==> config.mk <==
export PLATFORM = sky130hd
export DESIGN_NAME = ps2_kbd_matrix_flat
export DESIGN_NICKNAME = d
export VERILOG_FILES = /design/src/rtl/ps2_kbd_pkg.sv /design/src/rtl/ps2_kbd_matrix_if.sv /design/src/rtl/ps2_rx.sv /design/src/rtl/ps2_kbd_matrix.sv /design/src/flat_wrapper.sv
export SDC_FILE = /design/constraint.sdc
export NUM_CORES = 1
export LEC_CHECK = 0
export ABC_AREA = 1
export CAP_MARGIN = 40
export CORE_MARGIN = 1
export CORE_UTILIZATION = 40
export CTS_CLUSTER_DIAMETER = 200
export DETAILED_ROUTE_END_ITERATION = 10
export SYNTH_ARGS = -nofsm -noshare
export SYNTH_HDL_FRONTEND = slang
export SYNTH_SLANG_ARGS = --single-unit
==> constraint.sdc <==
create_clock -name CLK -period 3.4 [get_ports CLK]
set_input_delay 0.34 -clock CLK [delete_from_list [all_inputs] [get_ports CLK]]
set_output_delay 0.34 -clock CLK [all_outputs]
set_load 0.1 [all_outputs]
==> src/rtl/ps2_kbd_pkg.sv <==
// PS/2 keyboard to ZX matrix: shared types, matrix geometry and the
// set-2 scancode lookup table.
package ps2_kbd_pkg;

    typedef enum logic [1:0] {
        RX_IDLE  = 2'd0,
        RX_SHIFT = 2'd1,
        RX_STOP  = 2'd2
    } rx_state_e;

    localparam int ROWS = 8;
    localparam int COLS = 5;
    localparam int KEYS = ROWS * COLS;

    localparam int ROW_CS   = 0;
    localparam int COL_CS   = 0;
    localparam int ROW_ZERO = 4;
    localparam int COL_ZERO = 0;
    localparam int CS_IDX   = ROW_CS * COLS + COL_CS;
    localparam int ZERO_IDX = ROW_ZERO * COLS + COL_ZERO;

    localparam logic [7:0] SC_EXT  = 8'hE0;
    localparam logic [7:0] SC_REL  = 8'hF0;
    localparam logic [7:0] SC_BKSP = 8'h66;
    localparam logic [7:0] SC_F1   = 8'h05;
    localparam logic [7:0] SC_F11  = 8'h78;

    typedef struct packed {
        logic       hit;
        logic [2:0] row;
        logic [2:0] col;
    } key_loc_t;

    function automatic key_loc_t at(input logic [2:0] r, input logic [2:0] c);
        key_loc_t l;
        l.hit = 1'b1;
        l.row = r;
        l.col = c;
        return l;
    endfunction

    function automatic key_loc_t key_lookup(input logic ext, input logic [7:0] code);
        key_loc_t l;
        l = '0;
        if (ext) begin
            if (code == 8'h5A) l = at(3'd6, 3'd0);
        end else begin
            case (code)
                8'h12:   l = at(3'd0, 3'd0);
                8'h59:   l = at(3'd7, 3'd1);
                8'h1C:   l = at(3'd1, 3'd0);
                8'h15:   l = at(3'd2, 3'd0);
                8'h16:   l = at(3'd3, 3'd0);
                8'h45:   l = at(3'd4, 3'd0);
                8'h4D:   l = at(3'd5, 3'd0);
                8'h5A:   l = at(3'd6, 3'd0);
                8'h29:   l = at(3'd7, 3'd0);
                default: l = '0;
            endcase
        end
        return l;
    endfunction

    function automatic logic [5:0] key_index(input key_loc_t l);
        return 6'(l.row) * 6'd5 + 6'(l.col);
    endfunction

endpackage

==> src/rtl/ps2_kbd_matrix_if.sv <==
// CPU-side port: half-row address in, active-low column data out.
interface ps2_kbd_matrix_if;
    logic [15:0] addr;
    logic [4:0]  key_data;

    modport master (output addr, input  key_data);
    modport slave  (input  addr, output key_data);
endinterface

==> src/rtl/ps2_rx.sv <==
// PS/2 frame receiver: synchronizers, start/data/parity/stop FSM,
// and a frame-abort timeout.
module ps2_rx
    import ps2_kbd_pkg::*;
#(
    parameter int TIMEOUT_BITS = 14
) (
    input  logic       CLK,
    input  logic       nRESET,
    input  logic       PS2_CLK,
    input  logic       PS2_DAT,
    output logic [7:0] rx_byte,
    output logic       rx_valid,
    output logic       rx_err
);

    localparam logic [1:0] S_IDLE  = RX_IDLE;
    localparam logic [1:0] S_SHIFT = RX_SHIFT;
    localparam logic [1:0] S_STOP  = RX_STOP;

    logic [1:0]              clk_sync;
    logic [1:0]              dat_sync;
    logic                    clk_prev;
    logic [1:0]              state;
    logic [8:0]              sr;
    logic [3:0]              bit_cnt;
    logic [TIMEOUT_BITS-1:0] tmo;
    logic                    fall;
    logic                    dat;

    assign fall = clk_prev & ~clk_sync[1];
    assign dat  = dat_sync[1];

    always_ff @(posedge CLK or negedge nRESET) begin
        if (!nRESET) begin
            clk_sync <= 2'b11;
            dat_sync <= 2'b11;
            clk_prev <= 1'b1;
            state    <= S_IDLE;
            sr       <= '0;
            bit_cnt  <= '0;
            tmo      <= '0;
            rx_byte  <= '0;
            rx_valid <= 1'b0;
            rx_err   <= 1'b0;
        end else begin
            clk_sync <= {clk_sync[0], PS2_CLK};
            dat_sync <= {dat_sync[0], PS2_DAT};
            clk_prev <= clk_sync[1];
            rx_valid <= 1'b0;
            rx_err   <= 1'b0;

            if (state == S_IDLE || fall) tmo <= '0;
            else                         tmo <= tmo + 1'b1;

            // A stalled frame is dropped silently; decoder flags survive
            if (state != S_IDLE && &tmo) begin
                state   <= S_IDLE;
                sr      <= '0;
                bit_cnt <= '0;
            end else if (fall) begin
                unique case (1'b1)
                    (state == S_IDLE): begin
                        if (!dat) begin
                            state   <= S_SHIFT;
                            sr      <= '0;
                            bit_cnt <= '0;
                        end
                    end
                    (state == S_SHIFT): begin
                        sr      <= {dat, sr[8:1]};
                        bit_cnt <= bit_cnt + 1'b1;
                        if (bit_cnt == 4'd8) state <= S_STOP;
                    end
                    (state == S_STOP): begin
                        if (dat && ^sr) begin
                            rx_byte  <= sr[7:0];
                            rx_valid <= 1'b1;
                        end else begin
                            rx_err <= 1'b1;
                        end
                        state <= S_IDLE;
                    end
                    default: state <= S_IDLE;
                endcase
            end
        end
    end

endmodule

==> src/rtl/ps2_kbd_matrix.sv <==
// PS/2 set-2 keyboard mapped onto the 8x5 ZX key matrix, read
// through the ULA port-FE half-row address lines.
module ps2_kbd_matrix
    import ps2_kbd_pkg::*;
#(
    parameter int TIMEOUT_BITS = 14
) (
    input  logic             CLK,
    input  logic             nRESET,
    input  logic             PS2_CLK,
    input  logic             PS2_DAT,
    ps2_kbd_matrix_if.slave  bus,
    output logic             F1,
    output logic             F11
);

    logic [7:0]      rx_byte;
    logic            rx_valid;
    logic            rx_err;
    logic [KEYS-1:0] keys;
    logic [KEYS-1:0] cells;
    logic            bksp;
    logic            ext;
    logic            rel;
    logic [COLS-1:0] act;
    key_loc_t        loc;
    logic [5:0]      idx;

    ps2_rx #(.TIMEOUT_BITS(TIMEOUT_BITS)) u_rx (
        .CLK      (CLK),
        .nRESET   (nRESET),
        .PS2_CLK  (PS2_CLK),
        .PS2_DAT  (PS2_DAT),
        .rx_byte  (rx_byte),
        .rx_valid (rx_valid),
        .rx_err   (rx_err)
    );

    assign loc = key_lookup(ext, rx_byte);
    assign idx = key_index(loc);

    always_ff @(posedge CLK or negedge nRESET) begin
        if (!nRESET) begin
            keys <= '0;
            bksp <= 1'b0;
            ext  <= 1'b0;
            rel  <= 1'b0;
            F1   <= 1'b0;
            F11  <= 1'b0;
        end else if (rx_err) begin
            ext <= 1'b0;
            rel <= 1'b0;
        end else if (rx_valid) begin
            unique case (1'b1)
                (rx_byte == SC_EXT): ext <= 1'b1;
                (rx_byte == SC_REL): rel <= 1'b1;
                default: begin
                    if (loc.hit) keys[idx] <= ~rel;
                    if (!ext) begin
                        if (rx_byte == SC_BKSP) begin
                            bksp           <= ~rel;
                            keys[ZERO_IDX] <= ~rel;
                        end
                        if (rx_byte == SC_F1)  F1  <= ~rel;
                        if (rx_byte == SC_F11) F11 <= ~rel;
                    end
                    ext <= 1'b0;
                    rel <= 1'b0;
                end
            endcase
        end
    end

    // Backspace is a second CAPS SHIFT source, merged only on read-out
    always_comb begin
        cells         = keys;
        cells[CS_IDX] = keys[CS_IDX] | bksp;
        act           = '0;
        for (int r = 0; r < ROWS; r++) begin
            for (int c = 0; c < COLS; c++) begin
                if (!bus.addr[8+r] && cells[r*COLS+c]) act[c] = 1'b1;
            end
        end
    end

    assign bus.key_data = ~act;

endmodule

==> src/flat_wrapper.sv <==
// flat-port wrapper written by rule: the top's interface ports become plain ports
module ps2_kbd_matrix_flat import ps2_kbd_pkg::*;
#(
    parameter int TIMEOUT_BITS = 14
)
  (CLK, nRESET, PS2_CLK, PS2_DAT, F1, F11, bus_addr, bus_key_data);
  ps2_kbd_matrix_if bus_i ();
  input  logic CLK;
  input  logic nRESET;
  input  logic PS2_CLK;
  input  logic PS2_DAT;
  output logic F1;
  output logic F11;
  input wire logic [$bits(bus_i.addr)-1:0] bus_addr;
  output wire logic [$bits(bus_i.key_data)-1:0] bus_key_data;
  assign bus_i.addr = bus_addr;
  assign bus_key_data = bus_i.key_data;
  ps2_kbd_matrix #(.TIMEOUT_BITS(TIMEOUT_BITS)) u_core (.CLK(CLK), .nRESET(nRESET), .PS2_CLK(PS2_CLK), .PS2_DAT(PS2_DAT), .bus(bus_i), .F1(F1), .F11(F11));
endmodule
## Yosys cells after proc, flatten, opt, wreduce, memory -nomap -nowiden

Index checks and enable logic that the tools add are counted.

- Input port bits: 20
- Word-level logic and storage cells: 200
- Register bits: 89

- Order comparisons: 2
- Equality and inequality tests: 21
- $mul: 1
- Reductions and logical operators: 70
- Add/sub/neg operators: 3
- Multiplexer cells: 77
- Bitwise gates (word level): 9

Operator list:

| cell | number |
|---|---|
| 7-bit one-hot mux with 9 select lines | 1 |
| 1-bit 2-to-1 mux | 55 |
| 8-bit by 7-bit == test with 1-bit output, second input constant | 6 |
| 1-bit logical AND | 43 |
| 40-bit bitwise mux | 1 |
| 8-bit by 5-bit == test with 1-bit output, second input constant | 4 |
| 9-bit 2-to-1 mux | 3 |
| 21-bit 2-to-1 mux | 1 |
| 9-bit one-hot mux with 2 select lines | 1 |
| 8-bit == test, second input constant | 2 |
| 5-bit AND reduction | 3 |
| 14-bit by 1-bit adder with 14-bit output, second input constant | 1 |
| 14-bit 2-to-1 mux | 1 |
| 7-bit 2-to-1 mux | 2 |
| 14-bit AND reduction | 1 |
| 4-bit 2-to-1 mux | 3 |
| 3-bit AND reduction | 3 |
| 9-bit XOR reduction | 1 |
| 8-bit by 3-bit == test with 1-bit output, second input constant | 1 |
| 8-bit by 6-bit == test with 1-bit output, second input constant | 1 |
| 1-bit zero test | 8 |
| 2-bit 2-to-1 mux | 4 |
| 4-bit one-hot mux with 2 select lines | 1 |
| 4-bit AND reduction | 2 |
| 24 further kinds | 34 |

## Depth between registers and ports, before layout

- Depth after elaboration: 13
- Gate-level depth with buffers: 22

## Hierarchy

From an unflattened synthesis, not the netlist that was laid out.

- Cell total of the unflattened synthesis: 681
- Area total of the unflattened synthesis: 5167.5 µm²

Modules (own cells, without submodules):

| module | area each (µm²) | sequential area each (µm²) | cells each | instances |
|---|---|---|---|---|
| ps2_kbd_matrix | 2950.3 | 1126.1 | 429 | 1 |
| ps2_rx | 2217.1 | 1107.3 | 252 | 1 |

## Worst setup path before layout

No wires, ideal clock.

- Kind: reg-to-output
- Start: register u_core.keys[33]
- End: output bus_key_data[3]
- Path slack: -2112 ps
- Data arrival time: 5172 ps
- Path buffers: 0
- Stages on the path, launching flop included: 4
- Required time: 3060 ps
- Path through: dfrtp_1 inv_1 o22ai_1 a2111oi_0

- Cells in the longest elaborated chain, start to end: 4

RTL lines:

| what | RTL line | text |
|---|---|---|
| start: declaration | ps2_kbd_matrix.sv:20 | `logic [KEYS-1:0] keys;` |
| start signal: indexed assignment | ps2_kbd_matrix.sv:58 | `if (loc.hit) keys[idx] <= ~rel;` |
| start signal: indexed assignment | ps2_kbd_matrix.sv:62 | `keys[ZERO_IDX] <= ~rel;` |
| 1-bit logical AND | ps2_kbd_matrix.sv:81 | `if (!bus.addr[8+r] && cells[r*COLS+c]) act[c] = 1'b1;` |
| 1-bit 2-to-1 mux (2 in series) | ps2_kbd_matrix.sv:81 |  |
| 5-bit NOT | ps2_kbd_matrix.sv:86 | `assign bus.key_data = ~act;` |
| end: declaration | flat_wrapper.sv:15 | `output wire logic [$bits(bus_i.key_data)-1:0] bus_key_data;` |

No other way between the ends.

## Worst setup path after layout

- Start: register u_core.u_rx.rx_byte[7]
- End: register u_core.keys[28]

- Cells in the longest elaborated chain, start to end: 10

RTL lines:

| what | RTL line | text |
|---|---|---|
| start: declaration | ps2_rx.sv:12 | `output logic [7:0] rx_byte,` |
| start signal: assignment | ps2_rx.sv:77 | `rx_byte <= sr[7:0];` |
| 8-bit by 6-bit == test with 1-bit output, or another cell as far along | ps2_kbd_pkg.sv:48 | `case (code)` |
| 7-bit one-hot mux with 9 select lines or 7-bit 2-to-1 mux (tied branches) | ps2_kbd_pkg.sv:48, ps2_kbd_pkg.sv:46 |  |
| 7-bit 2-to-1 mux | ps2_kbd_pkg.sv:45 | `if (ext) begin` |
| 3-bit by 3-bit multiplier with 6-bit output | ps2_kbd_pkg.sv:65 | `return 6'(l.row) * 6'd5 + 6'(l.col);` |
| 6-bit by 3-bit adder with 6-bit output | ps2_kbd_pkg.sv:65 |  |
| 6-bit by 7-bit < comparator with 1-bit output (not written as such) or 6-bit by 1-bit >= comparator with 1-bit output (tied branches) | ps2_kbd_matrix.sv:58 |  |
| 1-bit logical AND (not written as such) | ps2_kbd_matrix.sv:58 |  |
| 1-bit 2-to-1 mux (not written as such) | ps2_kbd_matrix.sv:58 |  |
| 1-bit demux with 6-bit select | n/a |  |
| 40-bit bitwise mux | ps2_kbd_matrix.sv:58 |  |

Several ways; a longest one is shown, not always the timed one.
A chain may end at the register's enable or synchronous reset.

==> metrics.csv <==
stage,metric,value,unit
status,outcome,"finished, final reports clean",
floorplan,Die W,110.8,um
floorplan,Die H,110.8,um
yosys,yosys warns,0,
grt,GRT overflow,0,
setup_path,Worst R2R Path Depth,19,
drt,vias per cell,4.916,
yosys,register area share after synthesis,47.21,%
layout,layout cells sized above 1,11.09,%
setup_path,Worst EP required,3.64,ns
drt,routed len/inst,12.90,um
clocking,CTS Root Cell,clkbuf_16,
clocking,clock sink total,89,
setup_path,type of the worst setup path,flop to flop,
setup_path,Setup crit start,u_core.u_rx.rx_byte[7],
layout,Nets,680,
placed_design,dpl hpwl,7405,um
yosys,post-synth top area cell,dfrtp_1,
drt,DRT Wirelength,10340,um
yosys,"FF+latch count, synth",89,
yosys,asr flop ratio synth,100.0,%
floorplan,row cnt,39,
placed_design,Final GP Congestion,0.8440,
clocking,Max clock buf depth,2,
placed_design,Cells after DPL,778,
floorplan,core area,11470,um2
yosys,main flop type after synthesis,dfrtp_1,
min_path,Hold Path Class,flop to flop,
grt,largest net degree at the start of global routing,56,
timing,Fin Hold WS,0.3550,ns
placed_design,IO Port Bufs,18,
setup_path,Top delay family on crit path,simple AND/OR/NAND/NOR gates,
drt,DRT antenna net count,0,
timing,worst rel slew slack,62.91,%
layout,Area Growth Syn to Fin,17.06,%
power,VDD IR max,0.3519,mV
setup_path,"Max FO, Critical Path",9,
grt,antenna violations before repair,0,
run,max-capacitance violation count,0,
yosys,Post-synth EDFFs,0,
setup_path,Critical Path Max Stage Delay,0.39,ns
yosys,Yosys top cell area share,44.43,%
timing,setup ws final,0.2720,ns
setup_path,crit path buf inv count,3,
drt,DRT Pass-1 Iters,6,
grt,Total Routing Usage GR,18.08,%
setup_path,Crit. End Element,flop,
layout,Antenna Diode Count,0,
layout,FILL cells,1131,
drt,DR vias,3938,
setup_path,RR Endpoint,u_core.keys[28],
yosys,Mapped Area,4731,um2
timing,clk_skew,0.01038,ns
timing,max-slew violations,0,
floorplan,# IOs,27,
yosys,Mapped Avg Cell Area,7.667,um2
setup_path,Reg2Reg Setup Slack,0.27,ns
setup_path,reg2reg start,u_core.u_rx.rx_byte[7],
timing,min Tclk post-route,3.128,ns
grt,number of global-route vias before repair,3845,
setup_path,most frequent CP cell,nand2_1,
setup_path,crit path to,u_core.keys[28],
setup_path,Worst path slowest cell,dfrtp_1,
setup_path,cells along the critical path,"inv_1, nand2_1, nor2_1, nand2_1, nand2_1, a311oi_2, nor2_1, ha_1, ha_1, nand3_1, nand2_1, nand3b_1, nand2_2, nand3_2, nor2_4, buf_4, nand2_1, o21ai_1, inv_1",
grt,first-pass GRT wire length,17930,um
timing,setup violators final,0,
drt,initial DRC count,231,
power,Tot Pwr,2902,uW
clocking,CTS Buf Count,9,
setup_path,"Arr. time, crit path",3.37,ns
setup_path,Crit path depth,19,
yosys,post-synth net total,644,
yosys,Unique masters post-synth,39,
power,Leak,0.002916,uW
clocking,"CTS clk-pin slew, worst paths",0.06,ns
timing,Fmax,319.7,MHz
layout,"Core Util, Final",48.29,%
floorplan,Initial Util,41.25,%
drt,Post-route DRC,0,
power,PwrDens,524.0,nW/um2
layout,fin cells,801,
timing,final period utilization,92.00,%
placed_design,"worst slack, placed",0.2722,ns
timing,measured slew at the worst slew-check pin,0.5543,ns
clocking,CTS tree,built,
yosys,Post-Syn Instances,617,
yosys,"top cells by area, synth","dfrtp_1 (44%), nand2_1 (11%), inv_1 (9.8%), nor2_1 (4.5%), o21ai_0 (4.1%)",
clocking,worst skew pair latency,0.35,ns
setup_path,Startpoint Class,flop,
timing,final hold violations,0,
clocking,H-tree depth,3,
floorplan,DIE AREA,12270,um2
[through the flow]
| step | setup TNS, ns | area (um2) |
|---|---|---|
| 3_3_place_gp | 0 | 5102 |
| 6_report | 0 | 5538 |
| 5_1_grt | -0.004116 | 5538 |
| 4_1_cts | 0 | 5477 |
| 3_5_place_dp | 0 | 5160 |
| 2_1_floorplan | 0 | 4756 |
[power breakdown]
| group | switching (uW) | total (uW) | internal (uW) |
|---|---|---|---|
| Combinational | 486 | 694 | 207 |
| Sequential | 71.4 | 1200 | 1130 |
| Clock | 421 | 1010 | 590 |
[what timing repair did]
action                                  CTS  global route
endpoints found under the hold margin    19             0
buffers inserted                          0             6
hold buffers                              1             0
endpoints found under the setup margin    0            13
gates resized for setup                   0             5
[kinds of logic after synthesis]
| group | after synthesis | share of synthesized area [%] |
|---|---|---|
| AND/OR/NAND/NOR | 267 | 25.21 |
| buffers and inverters | 135 | 10.79 |
| AO/OA/AOI/OAI | 107 | 12.67 |
| flip-flops | 89 | 47.21 |
| XOR/XNOR | 11 | 2.036 |
| adder cells (fa/ha/maj) | 7 | 1.851 |
| multiplexers | 1 | 0.2380 |
[placed cells by master, fill, tap and decap left out, types with 3 or more instances in the layout]
| master | Yosys | final |
|---|---|---|
| nand2_1 | 139 | 138 |
| inv_1 | 123 | 123 |
| dfrtp_1 | 84 | 82 |
| nor2_1 | 57 | 57 |
| o21ai_0 | 39 | 39 |
| nand3_1 | 21 | 21 |
| o22ai_1 | 20 | 20 |
| a21oi_1 | 17 | 17 |
| buf_4 | 0 | 16 |
| o21ai_1 | 15 | 15 |
| nor3_1 | 13 | 12 |
| clkdlybuf4s50_1 | 0 | 12 |
| clkbuf_16 | 0 | 9 |
| xnor2_1 | 7 | 7 |
| ha_1 | 7 | 7 |
| nand2_2 | 5 | 6 |
| nand4_1 | 6 | 6 |
| a31oi_1 | 6 | 6 |
| nor2_4 | 6 | 6 |
| dfstp_2 | 5 | 5 |
| nor3b_1 | 4 | 4 |
| xor2_1 | 4 | 4 |
| inv_2 | 3 | 3 |
| nor2_2 | 3 | 3 |
| nor4_1 | 5 | 3 |
[synthesized netlist by cell type (7+ instances only)]
cell     count
nand3_1     21
a21oi_1     17
inv_1      123
nand2_1    139
nor3_1      13
o22ai_1     20
ha_1         7
xnor2_1      7
o21ai_0     39
nor2_1      57
dfrtp_1     84
o21ai_1     15
[metal layers]
metal | GRT usage [%] | up-vias | routed length, um
met5 | 0 | - | 0
met4 | 6.578 | 0 | 154
met3 | 4.483 | 13 | 449
met2 | 30.10 | 65 | 4977
met1 | 22.71 | 1831 | 4754
li1 | - | 2029 | -
[worst reg2reg max path, delay by kind of cell (launching register included)]
kind                     cells  cell delay, ns
AND/OR/NAND/NOR             12            1.42
adder cells (fa/ha/maj)      2            0.52
buffers and inverters        3            0.28
AO/OA/AOI/OAI                2            0.41
flip-flops                   1            0.39
[worst min-delay path by stage]
stage / to / cells past startpoint / startpoint / slack [ns]
after floorplan: u_core.F1 / 0 / nRESET / 0.04
after global placement: u_core.u_rx.dat_sync[1] / 0 / u_core.u_rx.dat_sync[0] / 0.35
after detailed placement: u_core.keys[38] / 1 / nRESET / 0.26
after CTS: u_core.u_rx.dat_sync[1] / 0 / u_core.u_rx.dat_sync[0] / 0.36
after global routing: u_core.u_rx.dat_sync[1] / 0 / u_core.u_rx.dat_sync[0] / 0.36
final: u_core.u_rx.dat_sync[1] / 0 / u_core.u_rx.dat_sync[0] / 0.35
[state kept, by name (all words and copies together) (netlist names)]
signal and flops:
u_core.keys 40, u_core.ext 1, u_core.F1 1, u_core.u_rx.tmo 14, u_core.u_rx.clk_prev 1, u_core.bksp 1
u_core.u_rx.rx_valid 1, u_core.u_rx.rx_byte 8, u_core.u_rx.dat_sync 2, u_core.u_rx.bit_cnt 4, u_core.u_rx.rx_err 1, u_core.rel 1
u_core.F11 1, u_core.u_rx.state 2, u_core.u_rx.clk_sync 2, u_core.u_rx.sr 9
[cell type report]
type | instances | area, um2 | area share (%)
flip-flops and latches | 89 | 2236 | 40.37
well taps | 143 | 178.9 | 3.231
clock inverters | 6 | 67.56 | 1.220
inverters | 128 | 483.0 | 8.721
repair buffers | 32 | 307.8 | 5.558
clock buffers | 10 | 239.0 | 4.315
multi-input cells | 393 | 2026 | 36.58
No activity file was read; power rests on OpenSTA's default activity.
